==> src/rtl/ixc_change_fifo_12_pkg.sv <==
// Purpose: shared types and constants for the 12-bit change-capture probe.
// Latency: n/a (types and constants only).
// Backpressure: n/a.
// Contents: FSM state enum, FIFO entry struct (default timestamp width), drop counter limits.
package ixc_probe_pkg;

    localparam int DATA_W   = 12;
    localparam int TS_W_DEF = 16;
    localparam int DROP_W   = 8;

    // drop_cnt parks here instead of wrapping back to zero
    localparam logic [DROP_W-1:0] DROP_SAT = 8'hFF;

    typedef enum logic [1:0] {
        ST_OFF   = 2'd0,
        ST_PRIME = 2'd1,
        ST_RUN   = 2'd2
    } state_t;

    // One captured change, at the default timestamp width
    typedef struct packed {
        logic [DATA_W-1:0]   data;
        logic [TS_W_DEF-1:0] ts;
    } entry_t;

endpackage

==> src/rtl/ixc_change_fifo_12_if.sv <==
// Purpose: probe-side bundle: capture controls in, change stream and overflow status out.
// Latency: n/a (wiring only).
// Backpressure: out_valid/out_ready handshake on the change stream.
// Modports: master = probe block (drives out_*, ovf, drop_cnt); slave = producer/consumer side.
interface ixc_change_fifo_12_if #(
    parameter int TSW = 16
);
    logic           en;
    logic [11:0]    din;
    logic           clr;
    logic           out_ready;
    logic           out_valid;
    logic [11:0]    out_data;
    logic [TSW-1:0] out_ts;
    logic           ovf;
    logic [7:0]     drop_cnt;

    modport master (
        input  en, din, clr, out_ready,
        output out_valid, out_data, out_ts, ovf, drop_cnt
    );

    modport slave (
        output en, din, clr, out_ready,
        input  out_valid, out_data, out_ts, ovf, drop_cnt
    );
endinterface

==> src/rtl/ixc_change_fifo_12_fifo.sv <==
// Purpose: synchronous FIFO, storage plus wrap-bit pointers, head shown combinationally.
// Latency: a push is visible at the head the cycle after it is written.
// Backpressure: push ignored when full unless a pop happens the same cycle; pop ignored when empty.
// Ports: clk, rst_n (sync, active-low), push/push_dat, pop/pop_dat, full, empty.
module ixc_sync_fifo #(
    parameter int WIDTH = 28,
    parameter int DEPTH = 4
) (
    input  logic             clk,
    input  logic             rst_n,
    input  logic             push,
    input  logic [WIDTH-1:0] push_dat,
    input  logic             pop,
    output logic [WIDTH-1:0] pop_dat,
    output logic             full,
    output logic             empty
);
    localparam int AW = $clog2(DEPTH);

    logic [WIDTH-1:0] mem [DEPTH];
    logic [AW:0]      wr_ptr;
    logic [AW:0]      rd_ptr;
    logic             do_push;
    logic             do_pop;

    // Extra MSB on each pointer tells full apart from empty
    assign empty   = (wr_ptr == rd_ptr);
    assign full    = (wr_ptr[AW] != rd_ptr[AW]) && (wr_ptr[AW-1:0] == rd_ptr[AW-1:0]);
    assign do_pop  = pop && !empty;
    assign do_push = push && (!full || do_pop);

    always_ff @(posedge clk) begin
        if (!rst_n) begin
            wr_ptr <= '0;
            rd_ptr <= '0;
        end else begin
            if (do_push) wr_ptr <= wr_ptr + 1'b1;
            if (do_pop)  rd_ptr <= rd_ptr + 1'b1;
        end
    end

    // Storage is never reset; the pointers alone decide what is valid.
    // On full+pop the write slot equals the read slot, and the read below
    // still returns the old entry for the rest of this cycle.
    always_ff @(posedge clk) begin
        if (do_push) mem[wr_ptr[AW-1:0]] <= push_dat;
    end

    // Forced to zero when empty so uninitialised storage never reaches the outputs
    assign pop_dat = empty ? '0 : mem[rd_ptr[AW-1:0]];

endmodule

==> src/rtl/ixc_change_fifo_12.sv <==
// Purpose: timestamps changes of a 12-bit probed value and queues them; counts drops on overflow.
// Latency: a change in cycle N appears on out_* in cycle N+1 when the queue was empty.
// Backpressure: out_ready low holds the head; a change meeting a full queue is dropped (ovf, drop_cnt).
// Ports: clk, rst_n (sync, active-low), bus (master modport of ixc_change_fifo_12_if).
module ixc_change_fifo_12
    import ixc_probe_pkg::*;
#(
    parameter int DEPTH = 4,
    parameter int TSW   = 16
) (
    input  logic                  clk,
    input  logic                  rst_n,
    ixc_change_fifo_12_if.master  bus
);
    localparam int EW = DATA_W + TSW;

    state_t              state;
    logic [TSW-1:0]      ts;
    logic [DATA_W-1:0]   prev;
    logic                ovf_q;
    logic [DROP_W-1:0]   drop_q;

    logic                change;
    logic                pop;
    logic                push;
    logic                drop;
    logic                full;
    logic                empty;
    logic [EW-1:0]       head;

    // PRIME always records the current value so a new capture window starts with a reference entry
    assign change = (state == ST_PRIME) || ((state == ST_RUN) && (bus.din != prev));
    assign pop    = !empty && bus.out_ready;
    assign push   = change && (!full || pop);
    assign drop   = change && full && !pop;

    always_ff @(posedge clk) begin
        if (!rst_n) begin
            state <= ST_OFF;
            prev  <= '0;
        end else begin
            if (state != ST_OFF) prev <= bus.din;
            case (state)
                ST_OFF:   if (bus.en) state <= ST_PRIME;
                ST_PRIME: state <= bus.en ? ST_RUN : ST_OFF;
                ST_RUN:   if (!bus.en) state <= ST_OFF;
                default:  state <= ST_OFF;
            endcase
        end
    end

    always_ff @(posedge clk) begin
        if (!rst_n) begin
            ts     <= '0;
            ovf_q  <= 1'b0;
            drop_q <= '0;
        end else begin
            ts <= ts + 1'b1;
            // A drop in the clearing cycle survives the clear as the first new drop
            if (bus.clr) begin
                ovf_q  <= drop;
                drop_q <= drop ? DROP_W'(1) : '0;
            end else if (drop) begin
                ovf_q <= 1'b1;
                if (drop_q != DROP_SAT) drop_q <= drop_q + 1'b1;
            end
        end
    end

    ixc_sync_fifo #(
        .WIDTH (EW),
        .DEPTH (DEPTH)
    ) u_fifo (
        .clk      (clk),
        .rst_n    (rst_n),
        .push     (push),
        .push_dat ({bus.din, ts}),
        .pop      (pop),
        .pop_dat  (head),
        .full     (full),
        .empty    (empty)
    );

    assign bus.out_valid = !empty;
    assign bus.out_data  = head[EW-1:TSW];
    assign bus.out_ts    = head[TSW-1:0];
    assign bus.ovf       = ovf_q;
    assign bus.drop_cnt  = drop_q;

endmodule

==> src/flat_wrapper.sv <==
// flat-port wrapper written by rule: the top's interface ports become plain ports
module ixc_change_fifo_12_flat import ixc_probe_pkg::*;
#(
    parameter int DEPTH = 4,
    parameter int TSW   = 16
)
  (clk, rst_n, bus_en, bus_din, bus_clr, bus_out_ready, bus_out_valid, bus_out_data, bus_out_ts, bus_ovf, bus_drop_cnt);
  ixc_change_fifo_12_if #(.TSW(TSW)) bus_i ();
  input  logic clk;
  input  logic rst_n;
  input wire logic [$bits(bus_i.en)-1:0] bus_en;
  input wire logic [$bits(bus_i.din)-1:0] bus_din;
  input wire logic [$bits(bus_i.clr)-1:0] bus_clr;
  input wire logic [$bits(bus_i.out_ready)-1:0] bus_out_ready;
  output wire logic [$bits(bus_i.out_valid)-1:0] bus_out_valid;
  output wire logic [$bits(bus_i.out_data)-1:0] bus_out_data;
  output wire logic [$bits(bus_i.out_ts)-1:0] bus_out_ts;
  output wire logic [$bits(bus_i.ovf)-1:0] bus_ovf;
  output wire logic [$bits(bus_i.drop_cnt)-1:0] bus_drop_cnt;
  assign bus_i.en = bus_en;
  assign bus_i.din = bus_din;
  assign bus_i.clr = bus_clr;
  assign bus_i.out_ready = bus_out_ready;
  assign bus_out_valid = bus_i.out_valid;
  assign bus_out_data = bus_i.out_data;
  assign bus_out_ts = bus_i.out_ts;
  assign bus_ovf = bus_i.ovf;
  assign bus_drop_cnt = bus_i.drop_cnt;
  ixc_change_fifo_12 #(.DEPTH(DEPTH), .TSW(TSW)) u_core (.clk(clk), .rst_n(rst_n), .bus(bus_i));
endmodule
==> config.mk <==
export PLATFORM = sky130hd
export DESIGN_NAME = ixc_change_fifo_12_flat
export DESIGN_NICKNAME = d
export VERILOG_FILES = /design/src/rtl/ixc_change_fifo_12_pkg.sv /design/src/rtl/ixc_change_fifo_12_if.sv /design/src/rtl/ixc_change_fifo_12_fifo.sv /design/src/rtl/ixc_change_fifo_12.sv /design/src/flat_wrapper.sv
export SDC_FILE = /design/constraint.sdc
export NUM_CORES = 1
export LEC_CHECK = 0
export ABC_AREA = 1
export ABC_CLOCK_PERIOD_IN_PS = 7300
export BUFFER_PORTS_ARGS = -buffer_cell sky130_fd_sc_hd__buf_2
export CELL_PAD_IN_SITES_DETAIL_PLACEMENT = 1
export CELL_PAD_IN_SITES_GLOBAL_PLACEMENT = 1
export CORE_UTILIZATION = 50
export DETAILED_ROUTE_END_ITERATION = 10
export PLACE_DENSITY_LB_ADDON = 0.1
export SYNTH_ARGS = -nofsm -noshare
export SYNTH_HDL_FRONTEND = slang
export SYNTH_HIERARCHICAL = 1
export SYNTH_SLANG_ARGS = --single-unit
==> constraint.sdc <==
create_clock -name clk -period 7.3 [get_ports clk]
set_clock_uncertainty 0.1 [all_clocks]
set_input_delay 1.46 -clock clk [delete_from_list [all_inputs] [get_ports clk]]
set_output_delay 1.46 -clock clk [all_outputs]
set_load 0.02 [all_outputs]
==> results of run 1 <==
## registers in the layout, summed over array words and instances, names as in the netlist, named ones only
register / count
u_core/bus.ovf: 1
u_core/bus.drop_cnt: 8
u_core/ts: 16
u_core/u_fifo/mem: 112
u_core/u_fifo/wr_ptr: 3
u_core/u_fifo/rd_ptr: 3
u_core/prev: 12
u_core/state: 2
## cell type report
cell class	count	area, um^2
clock buffers	24	461.7
multi-input cells	403	2074
fillers	1515	5565
repair buffers	60	315.3
clock inverters	8	65.06
inverters	90	340.3
well taps	176	220.2
flip-flops and latches	159	4305
## metrics by stage
step / cells / setup WS, ps / instance area (um^2) / total power [W]
2_1_floorplan: 679 / 3283 / 6874 / 0.001145
3_3_place_gp: 888 / 3634 / 7256 / 0.001197
3_5_place_dp: 888 / 3472 / 7256 / 0.001207
4_1_cts: 920 / 2990 / 7782 / 0.002002
5_1_grt: 920 / 2785 / 7782 / 0.002059
6_report: 920 / 3077 / 7782 / 0.001987
## worst paths after layout
| check | from | to | slack [ps] |
|---|---|---|---|
| min reg2reg | u_core/prev[11] | u_core/prev[11] | 370 |
| min | u_core/prev[11] | u_core/prev[11] | 370 |
| max reg2reg | u_core/u_fifo/wr_ptr[1] | u_core/u_fifo/mem[0][14] | 4080 |
| max | flip-flop | bus_out_data[0] | 3080 |
## cells by family after synthesis
family,Yosys count,share of synthesized area [%]
AO/OA/AOI/OAI,111,9.629
XOR/XNOR,10,1.383
adder cells (fa/ha/maj),7,1.274
buffers and inverters,117,7.353
flip-flops,159,62.61
AND/OR/NAND/NOR,275,17.75
## metal layers
layer  share of wire (%)  global-route usage, %
met1                  44                  30.94
met2                  50                  41.50
met3                 3.7                  4.789
met4                 1.5                  7.753
met5                   0                      0
## synth_stat cells (5+ instances only)
cell type	number	share of area, %
nand2_1	90	4.9
a21oi_1	32	2.3
inv_1	83	4.5
nor2_1	122	6.7
edfxtp_1	112	49
nor3_1	6	0.44
dfxtp_1	47	14
clkbuf_1	11	0.60
inv_2	5	0.27
xor2_1	6	0.76
buf_2	8	0.58
nand3_1	26	1.9
o21ai_0	50	3.6
ha_1	7	1.3
o32ai_1	28	3.6
nand2_2	5	0.46
## worst reg2reg max path, delay by kind of cell (launching register included)
family                 cells  cell delay, ps
AND/OR/NAND/NOR            6            1360
buffers and inverters      4             810
flip-flops                 1             400
AO/OA/AOI/OAI              1             200
## power breakdown
group	switching (W)	total, W	internal, W
clock network	0.000327	0.000799	0.000473
logic	0.000127	0.000182	0.0000550
registers	0.0000166	0.00101	0.000989
==> run_results.csv, run 1 <==
group,metric,value,unit
clock_network,clkSinkCount,159,
layout,fin_util,58.31,%
layout,final_nets,755,
place,port_buffers,54,
worst_setup_path,cp_num_buf_inv,3,
synth,seq_area_frac_synth,62.61,%
worst_setup_path,critPathSlowestCell,"dfxtp_2",
timing,hold_viol_final,0,
synth,synth_cell_types,38,
clock_network,cts_tree,"yes",
route,via_per_inst,5.403,
worst_setup_path,cp_num_cells,6,
worst_setup_path,critPathTopFamily,"flip-flops",
worst_setup_path,cp_max_fo,57,
timing,worst_pin_slew,1093,ps
global_routing,overflow,0,
layout,final_common_cell,"nor2_1",
timing,timing.hold.ws,373.8,ps
hold_path,whs_path_depth,2,
layout,layout_common_cells,"nor2_1 (118), edfxtp_1 (112), nand2_1 (90)",
job,cap_violations,0,
timing,finalSetupViolations,0,
worst_setup_path,arrival,2660,ps
global_routing,grt_first_pass_wirelength,26220,um
global_routing,grtUsageTotal,24.28,%
worst_setup_path,slowest_delay,1040,ps
place,gp_congestion,0.7640,
clock_network,clockBufferDepth,2,
synth,syn-num-nets,703,
floorplanning,dieHeight,119.3,um
global_routing,antenna_found_initial,0,
synth,synth_warnings,6,
worst_setup_path,start_kind,"flip-flop",
timing,fin_crit,4223,ps
clock_network,postCtsSetupBuffers,0,
clock_network,root_buffer,"clkbuf_16",
worst_setup_path,cp-end-kind,"output port",
worst_setup_path,critPathKind,"flip-flop to output port",
timing,relSlewSlack,27.11,%
synth,ys.flop_type,"edfxtp_1",
place,hpwl,9929,um
synth,syn_inst,679,
route,drtIter0Drc,329,
global_routing,grt_max_degree,58,
clock_network,path_clk_slew,60,ps
timing,fmax,236.8,MHz
route,drt_first_pass_iters,4,
route,routed_wl,16060,um
clock_network,numCtsBuffers,17,
route,post_drt_wl_per_cell,17.46,um
pwr,p_leak,3.161,nW
layout,n_antenna_cell,0,
hold_path,hold_class,"flip-flop to flip-flop",
floorplanning,initial_utilization,51.50,%
timing,fin_tns_setup,0,ps
worst_setup_path,r2r_cells,11,
clock_network,cts_resized,0,
route,drcViolationCount,0,
layout,drive_gt1_share,15.32,%
worst_setup_path,path_cells,"inv_4 > nor2_1 > o32ai_1 > nand2_1 > inv_1 > buf_2",
floorplanning,core,0.01335,mm^2
global_routing,grt_pass1_vias,5245,
synth,synth_edf_count,112,
timing,rsz0062_at_grt,"no",
floorplanning,die_x,119.3,um
clock_network,clk_latency,420,ps
floorplanning,die_area,0.01422,mm^2
outcome,status,"finished, final reports clean",
pwr,peakVddDrop,0.1346,mV
layout,area_delta_synth_final,13.21,%
timing,final-max-slew-violation-count,0,
floorplanning,ios,55,
timing,period_share,57.85,%
synth,postSynthAreaPerCell,10.12,um^2
route,antenna_left,0,
synth,syn_area,0.006874,mm^2
worst_setup_path,cp.required,5740,ps
pwr,power.density,255.3,mW/mm^2
synth,ys_ff_latch,159,
clock_network,cts_hold_buf,0,
floorplanning,rows,42,
synth,ys_async_sr_fraction,0,%
route,num_vias,4971,
clock_network,htree_num_levels,4,
Note: power is estimated with default switching activity, not from simulation.
==> run 2: changes to the inputs <==
--- a/config.mk
+++ b/config.mk
@@ -5,12 +5,12 @@
 export SDC_FILE = /design/constraint.sdc
 export NUM_CORES = 1
 export LEC_CHECK = 0
-export ABC_AREA = 1
-export ABC_CLOCK_PERIOD_IN_PS = 7300
+export ABC_AREA = 0
+export ABC_CLOCK_PERIOD_IN_PS = 3500
 export BUFFER_PORTS_ARGS = -buffer_cell sky130_fd_sc_hd__buf_2
 export CELL_PAD_IN_SITES_DETAIL_PLACEMENT = 1
 export CELL_PAD_IN_SITES_GLOBAL_PLACEMENT = 1
-export CORE_UTILIZATION = 50
+export CORE_UTILIZATION = 45
 export DETAILED_ROUTE_END_ITERATION = 10
 export PLACE_DENSITY_LB_ADDON = 0.1
 export SYNTH_ARGS = -nofsm -noshare
==> constraint.sdc (replaced) <==
create_clock -name clk -period 3.5 [get_ports clk]
set_clock_uncertainty 0.1 [all_clocks]
set_input_delay 0.7 -clock clk [delete_from_list [all_inputs] [get_ports clk]]
set_output_delay 0.7 -clock clk [all_outputs]
set_load 0.02 [all_outputs]
==> run_results.csv, run 2 <==
group,metric,value,unit
route,drcViolationCount,0,
clock_network,cts_hold_buf,0,
route,via_per_inst,5.334,
global_routing,grt_max_degree,31,
layout,final_nets,533,
synth,synth_edf_count,112,
route,drt_first_pass_iters,4,
route,drtIter0Drc,227,
layout,fill_cells,1390,
timing,final-max-slew-violation-count,0,
global_routing,antenna_found_initial,1,
clock_network,numCtsBuffers,17,
synth,yosysMostFrequentCell,"edfxtp_1",
timing,hold_viol_final,0,
floorplanning,ios,55,
pwr,peakVddDrop,0.3011,mV
synth,ys_top_cells_by_area,"edfxtp_1 (51%), dfxtp_1 (14%), mux4_2 (9.6%), nor2b_1 (3.1%), nand2_1 (2.6%)",
pwr,p_leak,2.728,nW
floorplanning,core,0.01404,mm^2
job,cap_violations,0,
clock_network,postCtsSetupBuffers,0,
timing,period_share,84.01,%
clock_network,root_buffer,"clkbuf_16",
timing,worst_pin_slew,955.4,ps
synth,syn-num-nets,467,
layout,layout_common_cells,"edfxtp_1 (112), buf_2 (54), nand2_1 (46), dfxtp_1 (46), nor2b_1 (32)",
synth,syn_area,0.006554,mm^2
pwr,clkPwrFrac,41.4,%
worst_setup_path,critPathKind,"flip-flop to output port",
worst_setup_path,cp_max_fo,19,
timing,fin_tns_setup,0,ps
synth,ys_ff_latch,159,
place,hpwl,8714,um
worst_setup_path,critPathSlowestCell,"dfxtp_2",
synth,postSynthAreaPerCell,14.79,um^2
floorplanning,die_x,122.7,um
layout,area_delta_synth_final,17.05,%
clock_network,clk_latency,410,ps
clock_network,htree_num_levels,4,
place,place_inst,670,
clock_network,path_clk_slew,60,ps
route,post_drt_wl_per_cell,19.41,um
place,place_worst_setup_slack,377.0,ps
timing,fin_ws,559.8,ps
synth,ys.flop_type,"edfxtp_1",
clock_network,clkSinkCount,159,
place,port_buffers,54,
worst_setup_path,path_cells,"buf_12 > mux4_2 > nor2b_1 > buf_2",
floorplanning,initial_utilization,46.67,%
pwr,p_int,0.003196,W
timing,fmax,340.1,MHz
worst_setup_path,start_kind,"flip-flop",
global_routing,grt_first_pass_wirelength,21780,um
synth,syn_inst,443,
worst_setup_path,cp.required,2700,ps
synth,seq_area_frac_synth,65.67,%
timing,finalSetupViolations,0,
pwr,comb_power_share,8.0,%
synth,netlist_top_cells_count,"edfxtp_1 (112), dfxtp_1 (47), nand2_1 (46)",
global_routing,overflow,0,
pwr,power_switching,0.0009341,W
layout,final_common_cell,"edfxtp_1",
worst_setup_path,critPathTopFamily,"flip-flops",
timing,relSlewSlack,36.07,%
floorplanning,rows,43,
timing,rsz0062_at_grt,"no",
worst_setup_path,cp_num_buf_inv,2,
layout,fin_util,54.63,%
route,routed_wl,13650,um
layout,largest_reg_flops,112,
synth,yosysTopAreaCellShare,51.32,%
hold_path,hold_class,"flip-flop to flip-flop",
place,gp_congestion,0.7326,
route,antenna_left,0,
worst_setup_path,arrival,2140,ps
layout,seq_area,0.004305,mm^2
timing,fin_crit,2940,ps
synth,synth_top_area_cell,"edfxtp_1",
pwr,swShare,22.62,%
synth,synth_cell_types,44,
global_routing,grtUsageTotal,20.04,%
layout,multiInputGateArea,0.002172,mm^2
synth,synth_warnings,6,
clock_network,clockBufferDepth,2,
pwr,p_seq_share,50.7,%
route,num_vias,3750,
floorplanning,die_area,0.01505,mm^2
outcome,status,"finished, final reports clean",
floorplanning,dieHeight,122.7,um
worst_setup_path,slowest_delay,590,ps
clock_network,cts_tree,"yes",
global_routing,grt_pass1_vias,4050,
worst_setup_path,cp-end-kind,"output port",
synth,ys_async_sr_fraction,0,%
pwr,power.density,538.3,mW/mm^2
layout,drive_gt1_share,24.52,%
layout,final_cells,703,
clock_network,cts_resized,0,
-- run 2: cell families (layout without fill, tap and decap cells) --
group,Yosys count,in the layout,share of synthesized area (%)
flops,159,159,65.67
simple gates,151,151,12.41
mux,36,36,10.84
compound gates,37,37,4.067
xor+xnor,30,30,4.124
other cells,0,1,0
buf+inv,23,102,1.546
fa+ha+maj,7,7,1.336
-- run 2: path summary, 6_finish.rpt --
| check | depth (start not counted) | from | to | slack (ps) |
|---|---|---|---|---|
| hold / removal | 2 | u_core/prev[5] | u_core/prev[5] | 380 |
| setup reg to reg | 7 | u_core/u_fifo/rd_ptr[2] | u_core/u_fifo/mem[0][22] | 690 |
| setup / recovery | 4 | flip-flop | bus_out_data[10] | 560 |
| hold reg to reg | 2 | u_core/prev[5] | u_core/prev[5] | 380 |
-- run 2: tightest hold or removal path, delay by kind of cell (launching register included) --
| kind | cells | cell delay, ps |
|---|---|---|
| AO/OA/AOI/OAI | 1 | 70 |
| flip-flops | 1 | 320 |
| AND/OR/NAND/NOR | 1 | 50 |
-- run 2: power groups by stage --
| stage | clock, W | combinational [W] | sequential (W) |
|---|---|---|---|
| 4_1_cts | 0.00174 | 0.000338 | 0.00209 |
| 6_report | 0.00171 | 0.000329 | 0.00209 |
| 5_1_grt | 0.00182 | 0.000365 | 0.00210 |
| 3_3_place_gp | 0 | 0.000326 | 0.00213 |
| 2_1_floorplan | 0 | 0.000216 | 0.00212 |
| 3_5_place_dp | 0 | 0.000335 | 0.00213 |
-- run 2: routing by layer --
| metal | global-route usage, % | routed length, um | part of all wire (%) |
|---|---|---|---|
| met1 | 25.50 | 6035 | 44 |
| met5 | 0 | 0 | 0 |
| met3 | 4.600 | 557 | 4.1 |
| met4 | 8.613 | 209 | 1.5 |
| met2 | 32.83 | 6845 | 50 |
-- run 2: cell type report --
type,count,area share [%]
inverters,7,0.3425
flip-flops and latches,159,56.12
repair buffers,63,5.056
diodes,1,0.03262
clock buffers,21,6.002
clock inverters,11,1.191
well taps,180,2.936
multi-input cells,261,28.32
-- run 2: stage by stage --
stage	instance area (um^2)	hold WS (ps)	total power, W
2_1_floorplan	6561	352.8	0.002335
3_3_place_gp	7117	361.4	0.002455
3_5_place_dp	7117	369.8	0.002467
4_1_cts	7669	377.0	0.004174
5_1_grt	7669	401.3	0.004285
6_report	7671	380.8	0.004130
==> run 3: changes to the inputs <==
--- a/config.mk
+++ b/config.mk
@@ -6,7 +6,7 @@
 export NUM_CORES = 1
 export LEC_CHECK = 0
 export ABC_AREA = 0
-export ABC_CLOCK_PERIOD_IN_PS = 3500
+export ABC_CLOCK_PERIOD_IN_PS = 2600
 export BUFFER_PORTS_ARGS = -buffer_cell sky130_fd_sc_hd__buf_2
 export CELL_PAD_IN_SITES_DETAIL_PLACEMENT = 1
 export CELL_PAD_IN_SITES_GLOBAL_PLACEMENT = 1
==> constraint.sdc (replaced) <==
create_clock -name clk -period 2.6 [get_ports clk]
set_clock_uncertainty 0.1 [all_clocks]
set_input_delay 0.52 -clock clk [delete_from_list [all_inputs] [get_ports clk]]
set_output_delay 0.52 -clock clk [all_outputs]
set_load 0.02 [all_outputs]
==> run_results.csv, run 3 (same netlist as run 2, synthesis figures left out) <==
group,metric,value,unit
hold_path,min-delay-start,"bus_en",
layout,fin_area,0.007913,mm^2
clock_network,htree_num_levels,4,
route,drtIter0Drc,193,
pwr,power.total,0.005678,W
worst_setup_path,path_cells,"clkbuf_16 > mux4_2 > nor2b_1 > buf_2",
layout,final_nets,551,
worst_setup_path,critPathKind,"flip-flop to output port",
timing,finalSetupViolations,0,
layout,layout_common_cells,"edfxtp_1 (112), buf_2 (54), nand2_1 (46)",
pwr,peakVddDrop,0.4634,mV
route,drt_first_pass_iters,4,
clock_network,clockBufferDepth,2,
timing,period_share,96.47,%
pwr,p_leak,2.846,nW
place,gp_congestion,0.7880,
worst_setup_path,r2r-start,"u_core/u_fifo/wr_ptr[2]",
worst_setup_path,arrival,1890,ps
pwr,swShare,22.20,%
timing,rsz0062_at_grt,"no",
layout,fill_cells,1348,
worst_setup_path,worst_r2r_endpoint,"u_core/u_fifo/mem[0][18]",
timing,relSlewSlack,38.18,%
route,num_vias,3922,
timing,hold_viol_final,0,
pwr,power.density,717.5,mW/mm^2
timing,fmax,398.7,MHz
worst_setup_path,critPathTopFamily,"multiplexers",
pwr,p_int,0.004417,W
pwr,comb_power_share,8.5,%
clock_network,clk_latency,420,ps
place,port_buffers,54,
timing,timing.hold.ws,245.5,ps
hold_path,whs_path_depth,3,
clock_network,clkSinkCount,159,
global_routing,grtUsageTotal,20.16,%
layout,n_antenna_cell,0,
job,cap_violations,0,
global_routing,antenna_found_initial,0,
worst_setup_path,cp_num_buf_inv,2,
global_routing,overflow,0,
floorplanning,initial_utilization,46.67,%
floorplanning,die_area,0.01505,mm^2
clock_network,root_buffer,"clkbuf_16",
worst_setup_path,cp_max_fo,9,
layout,final_common_cell,"edfxtp_1",
route,post_drt_wl_per_cell,19.85,um
clock_network,cts_hold_buf,0,
place,place_worst_setup_slack,-33.51,ps
clock_network,numCtsBuffers,17,
clock_network,path_clk_slew,60,ps
worst_setup_path,critPathSlowestCell,"mux4_2",
pwr,clkPwrFrac,41.9,%
place,hpwl,8947,um
timing,fin_ws,91.88,ps
pwr,power_switching,0.001260,W
layout,area_delta_synth_final,20.73,%
route,drcViolationCount,0,
layout,largest_reg_flops,112,
timing,worst_pin_slew,923.9,ps
global_routing,grt_first_pass_wirelength,21800,um
worst_setup_path,slowest_delay,510,ps
global_routing,grt_max_degree,31,
clock_network,cts_tree,"yes",
layout,drive_gt1_share,27.96,%
timing,fin_crit,2508,ps
route,via_per_inst,5.447,
route,antenna_left,0,
pwr,p_seq_share,49.5,%
floorplanning,ios,55,
route,routed_wl,14290,um
hold_path,hold_class,"input pin to flip-flop",
floorplanning,core,0.01404,mm^2
floorplanning,die_x,122.7,um
timing,final-max-slew-violation-count,0,
place,placed_area,0.007256,mm^2
worst_setup_path,start_kind,"flip-flop",
worst_setup_path,cp-end-kind,"output port",
worst_setup_path,cp.required,1980,ps
outcome,status,"finished, final reports clean",
hold_path,min_to,"u_core/state[0]",
global_routing,grt_pass1_vias,4026,
worst_setup_path,r2r_cells,7,
worst_setup_path,r2r_setup_slack,210,ps
floorplanning,rows,43,
floorplanning,dieHeight,122.7,um
-- run 3: changes by cell type in the layout (fill, tap and decap cells not counted), sizes merged --
cell / change
clkinv: -5
clkinvlp: -1
buf: +16
clkbuf: +8
diode: -1
-- run 3: worst min-delay path: stages --
cell and delay, ps:
buf_2 80, nand2_1 60, nor2_1 70
-- run 3: stage by stage --
step / util [%] / std cells / setup TNS, ps
6_report: 56.35 / 720 / 0
5_1_grt: 56.35 / 720 / 0
4_1_cts: 55.81 / 715 / -20.44
3_5_place_dp: 51.67 / 683 / -1899
3_3_place_gp: 51.67 / 683 / -1267
2_1_floorplan: - / 443 / -5311
-- run 3: power groups by stage --
stage	Clock (W)	Sequential [W]	Combinational, W
2_1_floorplan	0	0.00285	0.000292
3_3_place_gp	0	0.00286	0.000470
3_5_place_dp	0	0.00287	0.000480
4_1_cts	0.00244	0.00281	0.000487
5_1_grt	0.00253	0.00282	0.000531
6_report	0.00238	0.00281	0.000485
-- run 3: cell type report --
| class | count | area [um^2] | area share, % |
|---|---|---|---|
| Timing Repair Buffer | 81 | 584.3 | 7.385 |
| Inverter | 7 | 26.28 | 0.3321 |
| Multi-Input combinational cell | 261 | 2198 | 27.78 |
| Clock buffer | 27 | 513.0 | 6.483 |
| Sequential cell | 159 | 4310 | 54.47 |
| Clock inverter | 5 | 55.05 | 0.6958 |
| Tap cell | 180 | 225.2 | 2.846 |
-- run 3: what timing repair did --
action	CTS	global route
setup buffers	0	4
gates resized for setup	3	5
setup endpoints to repair	24	20
cloned	0	1
-- run 3: how the worst max path moves through the flow --
stage,cells past startpoint,from,slack [ps],endpoint
after floorplan,7,u_core/u_fifo/wr_ptr[0],-190,u_core/u_fifo/mem[3][0]
after global placement,10,bus_din[4],-20,u_core/u_fifo/mem[2][25]
after detailed placement,10,bus_din[4],-30,u_core/u_fifo/mem[0][21]
after CTS,4,flip-flop,-10,bus_out_data[1]
after global routing,5,u_core/u_fifo/wr_ptr[2],10,bus_out_data[6]
final,4,flip-flop,90,bus_out_data[10]
-- run 3: per-layer routing --
metal  vias to the layer above  share of wire (%)  GRT usage [%]
li1                       1824                  -              -
met1                      2017                 47          26.60
met2                        70                 49          32.37
met3                        11                3.0          5.483
met4                         0               0.99          6.326
met5                         -                  0              0
